===== config.mk =====
export PLATFORM = sky130hd
export DESIGN_NAME = timing_check_monitor
export DESIGN_NICKNAME = d
export VERILOG_FILES = /design/src/rtl/timing_check_pkg.sv /design/src/rtl/tc_edge_sampler.sv /design/src/rtl/timing_check_monitor.sv
export SDC_FILE = /design/constraint.sdc
export NUM_CORES = 1
export LEC_CHECK = 0
export CORE_AREA = 10 10 122 102
export DETAILED_ROUTE_END_ITERATION = 7
export DIE_AREA = 0 0 132 112
export SKIP_LAST_GASP = 1
export SYNTH_ARGS = -nofsm -noshare
export SYNTH_HDL_FRONTEND = slang
export SYNTH_SLANG_ARGS = --single-unit

===== constraint.sdc =====
create_clock -name clk -period 8.56 [get_ports clk]
set_clock_uncertainty 0.1 [all_clocks]
set_input_delay 1.712 -clock clk [delete_from_list [all_inputs] [get_ports clk]]
set_output_delay 1.712 -clock clk [all_outputs]
set_load 0.01 [all_outputs]

===== src/rtl/timing_check_pkg.sv =====
// timing_check_pkg: shared types and helpers for the timing check monitor.
//   viol_kind_e   - violation kinds, also the bit indices of viol_sticky
//   hold_state_e  - hold window FSM states
//   width_state_e - high-phase width FSM states
//   sat_inc       - saturating add of a small step to a counter value
package timing_check_pkg;
  typedef enum logic [1:0] {V_SETUP = 2'd0, V_HOLD = 2'd1, V_WIDTH = 2'd2} viol_kind_e;
  typedef enum logic {H_IDLE, H_WIN} hold_state_e;
  typedef enum logic {W_LOW, W_HIGH} width_state_e;
  function automatic logic [31:0] sat_inc(input logic [31:0] v, input logic [31:0] step, input logic [31:0] max);
    return (v + step > max) ? max : v + step;
  endfunction
endpackage


===== src/rtl/tc_edge_sampler.sv =====
// tc_edge_sampler: two-flop synchronizer plus history flop with edge detect.
//   clk  - sampling clock
//   rst  - asynchronous active-low reset
//   pin  - asynchronous input pin
//   lvl  - synchronized level (s2)
//   rise - s2 rose relative to s3
//   fall - s2 fell relative to s3
//   any  - s2 differs from s3
module tc_edge_sampler (
  input  logic clk,
  input  logic rst,
  input  logic pin,
  output logic lvl,
  output logic rise,
  output logic fall,
  output logic any
);
  logic s1, s2, s3;
  always_ff @(posedge clk or negedge rst)
    if (!rst) {s1, s2, s3} <= '0;
    else {s1, s2, s3} <= {pin, s1, s2};
  assign lvl  = s2;
  assign rise = s2 & ~s3;
  assign fall = ~s2 & s3;
  assign any  = s2 ^ s3;
endmodule


===== src/rtl/timing_check_monitor.sv =====
// timing_check_monitor: setup, hold and min-pulse-width checker sampled on clk.
//   clk, rst          - sampling clock, asynchronous active-low reset
//   mon_clk, mon_d    - monitored clock and data pins
//   cond              - check enable, sampled alongside the pins
//   clr               - synchronous clear of viol_sticky and viol_count
//   setup_viol, hold_viol, width_viol - one-cycle violation pulses
//   notifier          - toggles once per cycle with any violation
//   viol_sticky       - sticky {width, hold, setup} flags
//   viol_count        - saturating total of violations
module timing_check_monitor
  import timing_check_pkg::*;
#(
  parameter int unsigned SETUP_TICKS = 4,
  parameter int unsigned HOLD_TICKS  = 2,
  parameter int unsigned MIN_WIDTH   = 10,
  parameter int unsigned CW          = 8
) (
  input  logic          clk,
  input  logic          rst,
  input  logic          mon_clk,
  input  logic          mon_d,
  input  logic          cond,
  input  logic          clr,
  output logic          setup_viol,
  output logic          hold_viol,
  output logic          width_viol,
  output logic          notifier,
  output logic [2:0]    viol_sticky,
  output logic [CW-1:0] viol_count
);
  localparam logic [CW-1:0] CNT_MAX = '1;
  localparam logic [CW-1:0] SETUP_L = CW'(SETUP_TICKS);
  localparam logic [CW-1:0] HOLD_L  = CW'(HOLD_TICKS);
  logic mc_lvl, mc_rise, mc_fall, mc_any;
  logic d_lvl, d_rise, d_fall, d_any;
  logic c_lvl, c_rise, c_fall, c_any;
  logic unused_edges;
  tc_edge_sampler u_clk (.clk(clk), .rst(rst), .pin(mon_clk), .lvl(mc_lvl), .rise(mc_rise), .fall(mc_fall), .any(mc_any));
  tc_edge_sampler u_d   (.clk(clk), .rst(rst), .pin(mon_d),   .lvl(d_lvl),  .rise(d_rise),  .fall(d_fall),  .any(d_any));
  tc_edge_sampler u_c   (.clk(clk), .rst(rst), .pin(cond),    .lvl(c_lvl),  .rise(c_rise),  .fall(c_fall),  .any(c_any));
  assign unused_edges = ^{mc_lvl, mc_any, d_lvl, d_rise, d_fall, c_rise, c_fall, c_any};
  logic [CW-1:0] since_d, hold_cnt, hold_cnt_nx, hi_cnt, hi_cnt_nx;
  hold_state_e   hold_st, hold_nx;
  width_state_e  width_st, width_nx;
  logic          check_clk, setup_hit, hold_hit, width_hit;
  logic [2:0]    hits;
  assign check_clk = mc_rise & c_lvl;
  // A data edge on the clock edge itself reads as since_d == 0.
  assign setup_hit = check_clk & (d_any | (since_d < SETUP_L));
  // A qualifying posedge (re)opens the window and takes priority over a
  // coincident data edge, which is a setup matter only.
  always_comb begin
    hold_nx = hold_st;
    hold_cnt_nx = hold_cnt;
    hold_hit = 1'b0;
    if (check_clk) begin
      hold_nx = H_WIN;
      hold_cnt_nx = '0;
    end else if (hold_st == H_WIN) begin
      hold_cnt_nx = hold_cnt + 1'b1;
      if (d_any && hold_cnt < HOLD_L) begin
        hold_hit = 1'b1;
        hold_nx = H_IDLE;
      end else if (hold_cnt_nx >= HOLD_L) hold_nx = H_IDLE;
    end
  end
  // hi_cnt + 1 equals the number of sampled cycles with s3 high.
  always_comb begin
    width_nx = width_st;
    hi_cnt_nx = hi_cnt;
    width_hit = 1'b0;
    if (width_st == W_LOW) begin
      if (mc_rise) begin
        width_nx = W_HIGH;
        hi_cnt_nx = '0;
      end
    end else if (mc_fall) begin
      width_nx = W_LOW;
      width_hit = c_lvl && (32'(hi_cnt) + 32'd1 < MIN_WIDTH);
    end else hi_cnt_nx = CW'(sat_inc(32'(hi_cnt), 32'd1, 32'(CNT_MAX)));
  end
  always_comb begin
    hits = '0;
    hits[V_SETUP] = setup_hit;
    hits[V_HOLD]  = hold_hit;
    hits[V_WIDTH] = width_hit;
  end
  always_ff @(posedge clk or negedge rst)
    if (!rst) begin
      since_d <= '1;
      hold_st <= H_IDLE;
      hold_cnt <= '0;
      width_st <= W_LOW;
      hi_cnt <= '0;
      setup_viol <= 1'b0;
      hold_viol <= 1'b0;
      width_viol <= 1'b0;
      notifier <= 1'b0;
      viol_sticky <= '0;
      viol_count <= '0;
    end else begin
      since_d <= d_any ? '0 : CW'(sat_inc(32'(since_d), 32'd1, 32'(CNT_MAX)));
      hold_st <= hold_nx;
      hold_cnt <= hold_cnt_nx;
      width_st <= width_nx;
      hi_cnt <= hi_cnt_nx;
      setup_viol <= hits[V_SETUP];
      hold_viol <= hits[V_HOLD];
      width_viol <= hits[V_WIDTH];
      notifier <= notifier ^ (|hits);
      viol_sticky <= clr ? '0 : viol_sticky | hits;
      viol_count <= clr ? '0 : CW'(sat_inc(32'(viol_count), 32'($countones(hits)), 32'(CNT_MAX)));
    end
endmodule


==> results.md <==
Outcome:
- The flow ran to the end, and the final reports show no timing, DRC or antenna violations.

CTS:
- The clock buffer count from CTS is 5.
- The clock latency on the worst-skew pair is 0.29 ns.
- The clock transition at the registers of the reported paths is 0.06 ns.
- The total of hold buffers inserted after clock tree synthesis is 0.
- TritonCTS built the clock tree.
- CTS built an H-tree with a depth of 2.
- The cell sitting at the root of the clock tree is a sky130_fd_sc_hd__clkbuf_16.
- The clock sink total is 49.
- The buffer count from post-CTS setup fixing is 0.
- Counting along the longest clock path gives a buffer depth of 2.
- After clock tree synthesis, the repair step resized 0 gates.

Worst setup path:
- The maximum fanout along the worst path is 6.
- Walking the worst path, the cells encountered are inv_1 -> ha_1 -> a32o_1 -> a222oi_1 -> nor3_1 -> and3_1 -> fa_1 -> ha_1 -> inv_1 -> fa_1 -> nor2_1 -> and3_1 -> nand3_1 -> a21oi_1.
- The worst setup path is launched from a flop.
- For the worst setup path, the data arrival time is 3.83 ns.
- The category of the worst setup path capture point is a flop.
- On the worst path, the slowest cell contributes a delay of 0.48 ns.
- The worst endpoint required time is 8.67 ns.
- The cell with the largest stage delay on the worst path is sky130_fd_sc_hd__fa_1.
- The critical path start-end classification is flop to flop.
- For flop-to-flop paths, the worst setup slack is 4.84 ns.

Floorplan:
- The total die area is 14780 µm².
- For this configuration, the core starts out at a cell density of 24.13%.
- For this design the top-level I/O count stands at 21.
- From left edge to right edge, the die measures 132 µm.
- The floorplan row count is 33.
- The overall die height is 112 µm.
- The area of the core is 10030 µm².

Finish:
- The number of filler cells placed in the layout is 1061.
- The area growth from synthesis to layout is 20.10%.
- At the end of the flow, the number of nets in the layout was 282.
- The share of final-layout standard cells stronger than drive strength 1 is 7.116%.
- The antenna cell count is 0.

Yosys:
- The most frequently used flop master after synthesis is sky130_fd_sc_hd__dfrtp_1.
- The largest area contributor in the netlist is sky130_fd_sc_hd__dfrtp_1.
- The area share of the leading cell type in the synthesized netlist is 42.38%.
- The synthesized netlist cell count is 246.
- The post-synthesis sequential element count is 49.
- In the synthesized netlist the async set-or-reset flop fraction comes to 100.0%.
- During synthesis, Yosys emitted a total of 0 warnings.
- The share of the yosys chip area belonging to registers is 51.06%.
- Summing every instance area after synthesis gives 2421 µm².
- Counting distinct cell types in the post-synthesis netlist gives 42.
- In the post-synthesis netlist, the biggest area contributors are sky130_fd_sc_hd__dfrtp_1 42%, sky130_fd_sc_hd__dfstp_2 8.7%, sky130_fd_sc_hd__a21oi_1 5.8%.
- The number of synthesized flops with an enable pin is 0.
- The total nets after synthesis is 262.
- A synthesized cell averages 9.842 µm².

Place:
- During placement, the flow inserted port buffers numbering 20.
- Once detailed placement completed, the half-perimeter wirelength came to 3457 µm.
- The last weighted congestion value of the routability-driven placer is 0.8277.
- Timing analysis after detailed placement gives a worst setup slack of 4.870 ns.

Power:
- Across the VDD grid, the largest voltage drop is 0.00008295 V.
- The overall power after layout is 630.6 µW.
- The analysis attributes to cell leakage a power of 0.001168 µW.
- The power density relative to cell area is 216.9 nW/µm².

Routing:
- The routed layout has 1815 vias.
- The count of unresolved DRC violations after routing is 0.
- The aggregate routed wire length is 4889 µm.
- The count of nets left with antenna violations after detail routing is 0.
- The via density per instance is 4.459.
- The detailed-router iteration count before antenna repair is 4.
- After detailed routing, the average wire length per cell comes to 12.01 µm.
- The detailed router finished its first iteration with 110 violations.

STA:
- The clock period minus final worst setup slack is 3.722 ns.
- The final worst-path cycle share is 43.48%.
- Setup repair after global routing left no endpoint under its margin.
- The final hold slack is 0.2466 ns.
- The number of failing hold endpoints at the final stage is 0.
- Setup violations remaining at the end of the flow were counted as 0.
- For the pin with the worst max-slew slack, the measured transition is 0.7841 ns.
- In this run the tightest slew margin relative to its limit is 47.55%.
- Setup total negative slack on the finished layout was measured at 0 ns.
- The max-slew violation total from the final report is 0.
- The least setup slack across all paths after layout is 4.838 ns.
- For this run, the top clock speed supported by timing is 0.2687 GHz.

Hold path:
- In this run the worst hold path is classified as flop to flop.

Global route:
- The via count of the first global-routing pass is 1811.
- For this run the aggregate overflow at the end of global routing stands at 0.
- The total global routing track utilization is 6.971%.
- The first global-routing pass estimated 8825 µm of wire.
- The initial antenna violation count is 0.
- Entering global routing, the biggest net connects 50 pins.

Flow run:
- The number of maximum-capacitance constraint violations is 0.
==> routing by layer <==
layer / vias to the layer above / track usage, % / share of wire [%]
li1: 905 / - / -
met4: 0 / 1.110 / 0.41
met1: 875 / 9.089 / 51
met3: 2 / 2.650 / 4.7
met2: 33 / 10.88 / 44
met5: - / 0 / 0
==> state kept, by name, summed over array words and instances (netlist names) <==
signal,cells
width_viol,1
hold_viol,1
hold_cnt,8
u_c.lvl,1
viol_sticky,3
notifier,1
setup_viol,1
u_clk.s1,1
hi_cnt,8
u_clk.lvl,1
hold_st,1
width_st,1
since_d,8
u_clk.s3,1
u_d.s3,1
u_d.lvl,1
viol_count,8
u_c.s1,1
u_d.s1,1
==> synthesized netlist by cell type, drive strengths merged, types with 4 or more instances <==
library cell / number
nor3: 7
o21ai: 8
clkbuf: 8
and3: 5
nor2: 32
a21oi: 28
nand3: 12
nand2: 13
xor2: 9
inv: 11
dfstp: 8
nand4: 6
ha: 8
dfrtp: 41
and2: 4
xnor2: 11
==> path summary, 6_finish.rpt <==
| kind | cells after the start | from | end |
|---|---|---|---|
| worst min-delay path | 0 | u_d.s1$_DFF_PN0_ | u_d.lvl$_DFF_PN0_ |
| worst max-delay path | 14 | hi_cnt[0]$_DFFE_PN0P_ | viol_count[1]$_DFF_PN0_ |
| worst max register to register | 14 | hi_cnt[0]$_DFFE_PN0P_ | viol_count[1]$_DFF_PN0_ |
| worst min register to register | 0 | u_d.s1$_DFF_PN0_ | u_d.lvl$_DFF_PN0_ |
| max in group asynchronous | 2 | rst | hi_cnt[2]$_DFFE_PN0P_ |
| min in group asynchronous | 2 | rst | u_d.s3$_DFF_PN0_ |
==> worst max-delay path: cells and delay by family, from the launching register on <==
family                     cells  cell delay, ns
DFF                            1            0.42
buffers and inverters          2            0.12
adders and majority gates      4            1.38
and+or+nand+nor                5            0.90
AOI/OAI and AO/OA              3            0.73
==> cell type report <==
class                   instances  area, µm²  share of cell area (%)
clock buffers                   6      128.9                   4.432
clock inverters                 2      10.01                  0.3442
inverters                      11      41.29                   1.420
multi-input cells             178       1114                   38.30
flip-flops and latches         49       1236                   42.51
well taps                     140      175.2                   6.024
repair buffers                 21      202.7                   6.971
==> placed cells by master (no fill, tap or decap), types with 4 or more instances in the layout <==
cell and n:
sky130_fd_sc_hd__a21oi_1 28, sky130_fd_sc_hd__and3_1 4, sky130_fd_sc_hd__clkbuf_16 5, sky130_fd_sc_hd__clkdlybuf4s50_1 19
sky130_fd_sc_hd__dfrtp_1 41, sky130_fd_sc_hd__dfstp_2 8, sky130_fd_sc_hd__ha_1 8, sky130_fd_sc_hd__inv_1 11
sky130_fd_sc_hd__nand2_1 13, sky130_fd_sc_hd__nand3_1 12, sky130_fd_sc_hd__nand4_1 6, sky130_fd_sc_hd__nor2_1 32
sky130_fd_sc_hd__nor3_1 7, sky130_fd_sc_hd__o21ai_0 8, sky130_fd_sc_hd__xnor2_1 11, sky130_fd_sc_hd__xor2_1 9
==> through the flow <==
step	std cells	util [%]	cell area [µm²]
after floorplan	246	-	2421
after global placement	399	27.60	2769
after detailed placement	399	27.60	2769
after CTS	407	28.98	2908
after global routing	407	28.98	2908
final	407	28.98	2908
==> logic make-up (layout without fill, tap and decap cells) <==
| kind of cell | Yosys count | in the layout | synth area share, % |
|---|---|---|---|
| DFF | 49 | 49 | 51.06 |
| adders and majority gates | 10 | 10 | 5.788 |
| muxes | 2 | 2 | 0.8269 |
| AOI/OAI and AO/OA | 50 | 50 | 12.04 |
| buffers and inverters | 19 | 40 | 2.946 |
| xor gates and xnor gates | 20 | 20 | 7.235 |
| and+or+nand+nor | 96 | 96 | 20.10 |
==> power breakdown <==
part           leakage (µW)  internal, µW  switching (µW)
clock network     0.0000706           107            81.6
registers          0.000610           265            45.3
logic              0.000487          60.2            71.5
total               0.00117           432             198
No activity file was read; power rests on OpenSTA's default activity.
